**config.mk**
```make
export PLATFORM = sky130hd
export DESIGN_NAME = led_column_scanner
export DESIGN_NICKNAME = d
export VERILOG_FILES = /design/src/rtl/led_scan_pkg.sv /design/src/rtl/column_sync_filter.sv /design/src/rtl/led_column_scanner.sv
export SDC_FILE = /design/constraint.sdc
export NUM_CORES = 1
export LEC_CHECK = 0
export ABC_CLOCK_PERIOD_IN_PS = 2750
export CAP_MARGIN = 10
export CORE_MARGIN = 1
export CORE_UTILIZATION = 56
export CTS_BUF_LIST = sky130_fd_sc_hd__clkbuf_2
export DETAILED_ROUTE_END_ITERATION = 12
export GPL_TIMING_DRIVEN = 0
export PLACE_DENSITY = 0.79
export RECOVER_POWER = 25
export SETUP_SLACK_MARGIN = 0.05
export SYNTH_ARGS = -nofsm -noshare
export SYNTH_HDL_FRONTEND = slang
export SYNTH_SLANG_ARGS = --single-unit
```
**constraint.sdc**
```tcl
create_clock -name clock -period 2.75 [get_ports clock]
set_input_delay 0.55 -clock clock [delete_from_list [all_inputs] [get_ports clock]]
set_output_delay 0.55 -clock clock [all_outputs]
set_load 0.05 [all_outputs]
```
**src/rtl/led_scan_pkg.sv**
```systemverilog
// Shared constants and scan-state type for the LED column scanner.
package led_scan_pkg;

    localparam int COLUMN_WIDTH      = 4;
    localparam int DEF_NUM_ROWS      = 10;
    localparam int DEF_DWELL_CYCLES  = 5000;
    localparam int DEF_BLANK_CYCLES  = 64;
    localparam int DEF_STABLE_CYCLES = 4;

    typedef enum logic {
        SCAN_BLANK = 1'b0,
        SCAN_DRIVE = 1'b1
    } scan_state_e;

endpackage

```
**src/rtl/column_sync_filter.sv**
```systemverilog
// Two-flop synchroniser on the JTAG column pattern followed by a stability filter
// that only accepts a value after it has been seen unchanged for STABLE_CYCLES samples.
module column_sync_filter
    import led_scan_pkg::*;
#(
    parameter int STABLE_CYCLES = DEF_STABLE_CYCLES
) (
    input  logic                    clock,
    input  logic                    reset,
    input  logic [COLUMN_WIDTH-1:0] columns_async,
    output logic [COLUMN_WIDTH-1:0] filtered
);

    localparam int SW = (STABLE_CYCLES > 1) ? $clog2(STABLE_CYCLES) : 1;
    localparam logic [SW-1:0] STABLE_MAX = SW'(STABLE_CYCLES - 1);

    logic [COLUMN_WIDTH-1:0] sync0_q, sync1_q;
    logic [COLUMN_WIDTH-1:0] candidate_q, candidate_d;
    logic [COLUMN_WIDTH-1:0] filtered_q, filtered_d;
    logic [SW-1:0]           stable_cnt_q, stable_cnt_d;

    always_comb begin
        candidate_d  = candidate_q;
        stable_cnt_d = stable_cnt_q;
        filtered_d   = filtered_q;
        if (sync1_q != candidate_q) begin
            candidate_d  = sync1_q;
            stable_cnt_d = '0;
        end else if (stable_cnt_q != STABLE_MAX) begin
            stable_cnt_d = stable_cnt_q + 1'b1;
        end
        if (stable_cnt_q == STABLE_MAX) begin
            filtered_d = candidate_q;
        end
    end

    always_ff @(posedge clock or posedge reset) begin
        if (reset) begin
            sync0_q      <= '0;
            sync1_q      <= '0;
            candidate_q  <= '0;
            stable_cnt_q <= '0;
            filtered_q   <= '0;
        end else begin
            sync0_q      <= columns_async;
            sync1_q      <= sync0_q;
            candidate_q  <= candidate_d;
            stable_cnt_q <= stable_cnt_d;
            filtered_q   <= filtered_d;
        end
    end

    assign filtered = filtered_q;

endmodule

```
**src/rtl/led_column_scanner.sv**
```systemverilog
// Row-multiplexed LED matrix driver: per-row slots with a blanked lead-in, column
// pattern only refreshed on slot boundaries so a row never shows a mixed value.
module led_column_scanner
    import led_scan_pkg::*;
#(
    parameter int NUM_ROWS      = DEF_NUM_ROWS,
    parameter int DWELL_CYCLES  = DEF_DWELL_CYCLES,
    parameter int BLANK_CYCLES  = DEF_BLANK_CYCLES,
    parameter int STABLE_CYCLES = DEF_STABLE_CYCLES
) (
    input  logic                        clock,
    input  logic                        reset,
    input  logic                        enable,
    input  logic [COLUMN_WIDTH-1:0]     columns_async,
    output logic [NUM_ROWS-1:0]         row_n,
    output logic [COLUMN_WIDTH-1:0]     column_out,
    output logic [$clog2(NUM_ROWS)-1:0] row_index,
    output logic                        frame_start,
    output logic                        value_updated
);

    localparam int ROW_W = $clog2(NUM_ROWS);
    localparam int CNT_W = $clog2(DWELL_CYCLES);
    localparam logic [CNT_W-1:0] CNT_LAST  = CNT_W'(DWELL_CYCLES - 1);
    localparam logic [CNT_W-1:0] CNT_BLANK = CNT_W'(BLANK_CYCLES);
    localparam logic [ROW_W-1:0] ROW_LAST  = ROW_W'(NUM_ROWS - 1);

    logic [COLUMN_WIDTH-1:0] filtered;

    column_sync_filter #(.STABLE_CYCLES(STABLE_CYCLES)) u_filter (
        .clock         (clock),
        .reset         (reset),
        .columns_async (columns_async),
        .filtered      (filtered)
    );

    logic                    run_q, run_d;
    logic [CNT_W-1:0]        cnt_q, cnt_d;
    logic [ROW_W-1:0]        row_q, row_d;
    logic [COLUMN_WIDTH-1:0] display_q, display_d;
    logic [NUM_ROWS-1:0]     row_n_q, row_n_d;
    logic [COLUMN_WIDTH-1:0] column_out_q, column_out_d;
    logic                    frame_start_q, frame_start_d;
    logic                    value_updated_q, value_updated_d;
    logic                    slot_start;
    scan_state_e             slot_state;

    // run_q marks that the previous cycle was already scanning, so the first
    // enabled cycle always lands on cnt=0 / row 0.
    always_comb begin
        run_d = enable;
        cnt_d = '0;
        row_d = '0;
        if (enable && run_q) begin
            if (cnt_q == CNT_LAST) begin
                row_d = (row_q == ROW_LAST) ? '0 : row_q + 1'b1;
            end else begin
                cnt_d = cnt_q + 1'b1;
                row_d = row_q;
            end
        end

        slot_start      = run_d && (cnt_d == '0);
        display_d       = slot_start ? filtered : display_q;
        value_updated_d = slot_start && (filtered != display_q);
        frame_start_d   = slot_start && (row_d == '0);

        slot_state   = (run_d && (cnt_d >= CNT_BLANK)) ? SCAN_DRIVE : SCAN_BLANK;
        row_n_d      = '1;
        column_out_d = '0;
        if (slot_state == SCAN_DRIVE) begin
            row_n_d      = ~(NUM_ROWS'(1) << row_d);
            column_out_d = display_d;
        end
    end

    always_ff @(posedge clock or posedge reset) begin
        if (reset) begin
            run_q           <= 1'b0;
            cnt_q           <= '0;
            row_q           <= '0;
            display_q       <= '0;
            row_n_q         <= '1;
            column_out_q    <= '0;
            frame_start_q   <= 1'b0;
            value_updated_q <= 1'b0;
        end else begin
            run_q           <= run_d;
            cnt_q           <= cnt_d;
            row_q           <= row_d;
            display_q       <= display_d;
            row_n_q         <= row_n_d;
            column_out_q    <= column_out_d;
            frame_start_q   <= frame_start_d;
            value_updated_q <= value_updated_d;
        end
    end

    assign row_n         = row_n_q;
    assign column_out    = column_out_q;
    assign row_index     = row_q;
    assign frame_start   = frame_start_q;
    assign value_updated = value_updated_q;

endmodule

```
Word level (Yosys, flattened, before mapping)
Index checks and enable logic that the tools add are counted.
- register bits: 56
- output and inout bits: 20
- word-level logic and storage cells: 44
- $add $sub $neg: 3
- order comparisons: 1
- equal/unequal tests: 6
- shift operators: 1
- mux-type cells: 11
- bitwise operators: 1
- reductions and logical operators: 8
- operators with widths (kind ; count):
    two-way mux 13 bit ; 2
    two-way mux 4 bit ; 5
    adder 13 x 1 -> 13 bit, second input constant ; 1
    equality test 13 bit, second input constant ; 1
    greater-or-equal comparator 13 x 7 -> 1 bit, second input constant ; 1
    logical NOT 13 bit ; 1
    two-way mux 10 bit ; 1
    inverter 10 bit ; 1
    << shifter 1 x 4 -> 10 bit, first input constant ; 1
    inequality test 4 bit ; 2
    logical AND 1 bit ; 5
    adder 4 x 1 -> 4 bit, second input constant ; 1
    equality test 4 bit, second input constant ; 1
    logical NOT 4 bit ; 1
    two-way mux 2 bit ; 2
    adder 2 x 1 -> 2 bit, second input constant ; 1
    equality test 2 bit, second input constant ; 1
    inequality test 2 bit, second input constant ; 1
    nonzero test 2 bit ; 1
    two-way mux 1 bit ; 1

Depth between registers and ports, before layout
- depth after elaboration: 7
- mapped depth: 8
- mapped depth without buffers: 7

Modules after synthesis
Synthesis repeated with hierarchy kept, for this count alone.
- cell total of the unflattened synthesis: 213
- area, all modules: 2482.4 µm²
- by module, submodules not included (module ; instances ; cells an instance ; area an instance (µm²) ; sequential area each (µm²)):
    led_column_scanner ; 1 ; 175 ; 1861.8 ; 963.4
    column_sync_filter ; 1 ; 38 ; 620.6 ; 450.4

Worst setup path after synthesis
OpenSTA, ideal clock, no wires.
- kind: reg-to-reg
- from: reg cnt_q[0]
- to: reg display_q[3]
- library setup time: 0.125 ns
- arrival: 2.106 ns
- setup slack: 0.520 ns
- cell stages (with the launch flop): 8
- buffers on the path: 0
- clock period less this slack: 2.230 ns
- path through: dfrtp_1 -> ha_1 -> nand3_1 -> nor4_1 -> xor2_1 -> nor4_4 -> a21o_1 -> mux2_2
- word-level cells in the longest chain between the ends: 6
- elaborated cells between the ends (all ways): 7
- ends and longest elaborated chain (what ; line ; text):
    start: declaration ; led_column_scanner.sv:38 ; logic [CNT_W-1:0] cnt_q, cnt_d;
    start signal: assignment ; led_column_scanner.sv:89 ; cnt_q <= cnt_d;
    adder 13 x 1 -> 13 bit or equality test 13 bit (tied branches) ; led_column_scanner.sv:58, led_column_scanner.sv:55 ;
    two-way mux 13 bit * ; led_column_scanner.sv:55 ; if (cnt_q == CNT_LAST) begin
    two-way mux 13 bit * ; led_column_scanner.sv:54 ; if (enable && run_q) begin
    logical NOT 13 bit * ; led_column_scanner.sv:63 ; slot_start = run_d && (cnt_d == '0);
    logical AND 1 bit * ; led_column_scanner.sv:63 ;
    two-way mux 4 bit * ; led_column_scanner.sv:64 ; display_d = slot_start ? filtered : display_q;
    via display_d[3] ; led_column_scanner.sv:40 ; logic [COLUMN_WIDTH-1:0] display_q, display_d;
    end signal: assignment ; led_column_scanner.sv:91 ; display_q <= display_d;
    end: declaration ; led_column_scanner.sv:40 ;
Mark *: on every way through the listed nets, which the timed path passes. The rest lies on a longest branch.
A chain may end at the register's enable or synchronous reset.

Worst setup path after layout
Same ends and word-level chain as after synthesis.

==> reports/summary.log <==
INFO  run_status     outcome=completed
INFO  yosys          synthesis.area_per_instance=11.5um^2
INFO  flow_run       maxCapViolations=0
INFO  placed_design  hpwl=2870um
INFO  floorplanning  dieWidth=68.3um
INFO  yosys          netlist_top_cells_area=sky130_fd_sc_hd__dfrtp_1, sky130_fd_sc_hd__dfstp_2, sky130_fd_sc_hd__xnor2_1
INFO  clocking       cts_post_setup_buffers_inserted=0
INFO  clocking       clkSlewWorstSetupHoldPaths=0.27ns
INFO  sta            final_report_hold_violation_count=0
INFO  global_route   globalRouteTotalUtil=0.193
INFO  yosys          syn-instance-count=213
INFO  clocking       htreeDepth=2
INFO  clocking       cts_sinks=56
INFO  yosys          synth-main-ff-cell=sky130_fd_sc_hd__dfrtp_1
INFO  setup_path     start_kind=flop
INFO  global_route   grt_start_max_net_pins=45
INFO  global_route   grt_antenna_before_repair=0
INFO  detailed_routing drt_pass1_iterations=4
INFO  detailed_routing drt-vias-per-instance=5.50
INFO  sta            final.min_clock_period=2.44ns
INFO  setup_path     crit_chain=ha_1 > nand3_1 > nor4_1 > xor2_1 > nor4_4 > a21o_1 > mux2_2
INFO  yosys          synth_seq_cells=56
INFO  yosys          number_of_nets_in_the_synthesized_netlist=223
INFO  sta            setup_repair_after_global_routing_missed_its_margin=no
INFO  yosys          synth-edff-count=0
INFO  power_and_ir_drop vdd_ir_drop_max=0.000382V
INFO  sta            final.hold.worst_slack=0.383ns
INFO  detailed_routing drt.antenna.violating_nets=0
INFO  yosys          yosys.area.top_type=sky130_fd_sc_hd__dfrtp_1
INFO  floorplanning  die-area=4660um^2
INFO  final_layout   antennaDiodeCount=0
INFO  setup_path     worst-setup-path-type=reg2reg
INFO  sta            timing.final.crit_share=0.886
INFO  detailed_routing drt-initial-drc-count=65
INFO  clocking       cts-root-buf=sky130_fd_sc_hd__clkbuf_2
INFO  clocking       postCtsResizedCells=0
INFO  detailed_routing wl_per_cell=13.0um
INFO  placed_design  i_o_buffers=26
INFO  floorplanning  io-pin-count=27
INFO  global_route   first_global_vias=1520
INFO  yosys          yosysWarningCount=0
INFO  power_and_ir_drop power_per_cell_area=431nW/um^2
INFO  setup_path     worst_setup_path_end_kind=flop
INFO  sta            worst_clock_skew=0.0164ns
INFO  setup_path     worst-endpoint-arrival=2.80ns
INFO  clocking       cts_tree=built
INFO  clocking       cts_bufs_inserted=5
INFO  floorplanning  core_area=4120um^2
INFO  yosys          syn_area=2460um^2
INFO  power_and_ir_drop finalPower=1.22mW
INFO  yosys          post_synthesis_sequential_area_ratio=0.575
INFO  clocking       cts-root-to-sink-buffers=2
INFO  detailed_routing drt_drc_violations_left=0
INFO  detailed_routing vias=1645
INFO  floorplanning  floorplan.initialDensity=0.597
INFO  global_route   grt_first_pass_wirelength=6610um
INFO  final_layout   finish.net_count=258
INFO  floorplanning  die-height=68.3um
INFO  final_layout   share_of_post_route_cells_with_drive_strength_above_1=0.145
INFO  yosys          async_flop_share=1.00
INFO  clocking       clk-insertion-delay-late=0.43ns
INFO  sta            timing_max_transition_violations_final=0
INFO  final_layout   fill_cells=325
INFO  hold_path      hold_class=reg2reg
INFO  sta            setup_violations=0
INFO  setup_path     critical_path_required=3.11ns
INFO  yosys          synth.lib_cells_used.distinct=44
INFO  yosys          post-synth-top-area-fraction=0.468
INFO  setup_path     timing.critical_path.slowest_stage_cell=sky130_fd_sc_hd__dfrtp_1
INFO  clocking       postCtsHoldBufs=0
INFO  sta            worst_slew_margin_rel=0.338
INFO  detailed_routing routed_wl=3900um
INFO  final_layout   area_overhead_of_the_layout_relative_to_synthesis=15.4%
INFO  power_and_ir_drop p_leak=1.22nW
INFO  setup_path     critical_path.max_fanout=7
INFO  placed_design  finalWeightedCongestion=0.861
INFO  setup_path     cpPeakStageDelay=0.51ns
INFO  floorplanning  num_rows=23
INFO  sta            worst_slew_pin_slew=0.994ns
INFO  global_route   globalRoute.totalOverflow=0
INFO  sta            maxClockFrequency=0.410GHz
## cell usage after synthesis, types with 2 or more instances
cell                       count
sky130_fd_sc_hd__xnor2_1      14
sky130_fd_sc_hd__dfrtp_1      46
sky130_fd_sc_hd__nand4_1       5
sky130_fd_sc_hd__mux2_4        3
sky130_fd_sc_hd__nand2b_1      4
sky130_fd_sc_hd__nor4_1        5
sky130_fd_sc_hd__mux2_2        6
sky130_fd_sc_hd__nand3_1      12
sky130_fd_sc_hd__nand4b_1      2
sky130_fd_sc_hd__or3_1         2
sky130_fd_sc_hd__and4_1        2
sky130_fd_sc_hd__o21ai_0       5
sky130_fd_sc_hd__clkbuf_1      8
sky130_fd_sc_hd__nor2_1       18
sky130_fd_sc_hd__buf_2         4
sky130_fd_sc_hd__nor3_1        4
sky130_fd_sc_hd__xor2_1        7
sky130_fd_sc_hd__nor2b_1       3
sky130_fd_sc_hd__dfstp_2      10
sky130_fd_sc_hd__and2_1        6
sky130_fd_sc_hd__and3_1        6
sky130_fd_sc_hd__a21oi_1       4
sky130_fd_sc_hd__ha_1          3
sky130_fd_sc_hd__nand2_1      12
sky130_fd_sc_hd__inv_1         3
## area by class of cell
class	instances	area [um^2]	share of cell area
timing repair buffer	28	273	0.0962
buffer	12	50.0	0.0176
clock buffer	5	25.0	0.00882
multi-input combinational	142	983	0.347
tap	50	62.6	0.0221
inverter	3	11.3	0.00397
sequential	56	1410	0.498
clock inverter	3	17.5	0.00618
## cell usage in the layout, fill, tap and decap left out, types with 4 or more instances in the layout
cell type | netlist | routed
sky130_fd_sc_hd__nor3_1 | 4 | 4
sky130_fd_sc_hd__buf_2 | 4 | 4
sky130_fd_sc_hd__xor2_1 | 7 | 7
sky130_fd_sc_hd__mux2_2 | 6 | 6
sky130_fd_sc_hd__dfstp_2 | 10 | 10
sky130_fd_sc_hd__and2_1 | 6 | 6
sky130_fd_sc_hd__dfrtp_1 | 46 | 46
sky130_fd_sc_hd__clkbuf_2 | 0 | 6
sky130_fd_sc_hd__nand4_1 | 5 | 5
sky130_fd_sc_hd__xnor2_1 | 14 | 14
sky130_fd_sc_hd__clkbuf_1 | 8 | 8
sky130_fd_sc_hd__o21ai_0 | 5 | 5
sky130_fd_sc_hd__and3_1 | 6 | 6
sky130_fd_sc_hd__nand2_1 | 12 | 12
sky130_fd_sc_hd__nor2_1 | 18 | 18
sky130_fd_sc_hd__a21oi_1 | 4 | 4
sky130_fd_sc_hd__dlygate4sd3_1 | 0 | 6
sky130_fd_sc_hd__nand2b_1 | 4 | 4
sky130_fd_sc_hd__clkdlybuf4s50_1 | 0 | 20
sky130_fd_sc_hd__nor4_1 | 5 | 5
sky130_fd_sc_hd__nand3_1 | 12 | 12
## through the flow
step / instances / setup slack, ns / utilization / cell area, um^2 / setup TNS [ns]
after floorplan: 213 / 0.520 / - / 2460 / 0
after global placement: 289 / -0.0586 / 0.676 / 2780 / -2.57
after detailed placement: 290 / 0.210 / 0.681 / 2800 / 0
after CTS: 298 / 0.177 / 0.691 / 2840 / 0
after global routing: 299 / 0.0598 / 0.689 / 2840 / 0
final: 299 / 0.313 / 0.689 / 2840 / 0
## power breakdown
| group | total [mW] | internal [mW] | switching (mW) | leakage [nW] |
|---|---|---|---|---|
| Clock | 0.306 | 0.0624 | 0.244 | 0.0308 |
| Sequential | 0.851 | 0.841 | 0.00984 | 0.715 |
| Combinational | 0.0662 | 0.0257 | 0.0405 | 0.469 |
| Total | 1.22 | 0.930 | 0.294 | 1.22 |
## path summary, 6_finish.rpt
path                                            to                start  cells past startpoint  slack (ns)
max in group asynchronous  u_filter.candidate_q[0]                reset                      3        0.92
max reg2reg                           display_q[3]             cnt_q[0]                      7        0.31
min                            u_filter.sync1_q[3]  u_filter.sync0_q[3]                      0        0.38
min in group asynchronous                 cnt_q[1]                reset                      2        0.53
min reg2reg                    u_filter.sync1_q[3]  u_filter.sync0_q[3]                      0        0.38
max                                   display_q[3]             cnt_q[0]                      7        0.31
## registers in the layout, summed over array words and instances (netlist names)
name / flops
u_filter.stable_cnt_q: 2
u_filter.sync0_q: 4
value_updated: 1
display_q: 4
frame_start: 1
u_filter.filtered: 4
u_filter.sync1_q: 4
row_n: 10
cnt_q: 13
row_index: 4
run_q: 1
column_out: 4
u_filter.candidate_q: 4
## metal layers
metal,up-vias,global-route usage,part of all wire
li1,815,-,-
met1,787,0.242,0.47
met2,38,0.324,0.48
met3,5,0.0550,0.039
met4,0,0.0547,0.010
met5,-,0,0
## critical path, delay by kind of cell (launching register included)
family / cells / cell delay (ns)
adder cells (fa/ha/maj): 1 / 0.27
multiplexers: 1 / 0.34
AO/OA/AOI/OAI: 1 / 0.21
flip-flops: 1 / 0.51
XOR/XNOR: 1 / 0.18
AND/OR/NAND/NOR: 3 / 0.87
## logic make-up after synthesis
group           after synthesis  synth area share
simple gates                 85             0.193
flops                        56             0.575
compound gates               23            0.0667
xor+xnor                     21            0.0748
buf+inv                      15            0.0249
mux                          10            0.0499
fa+ha+maj                     3            0.0153
No activity file was read; power rests on OpenSTA's default activity.
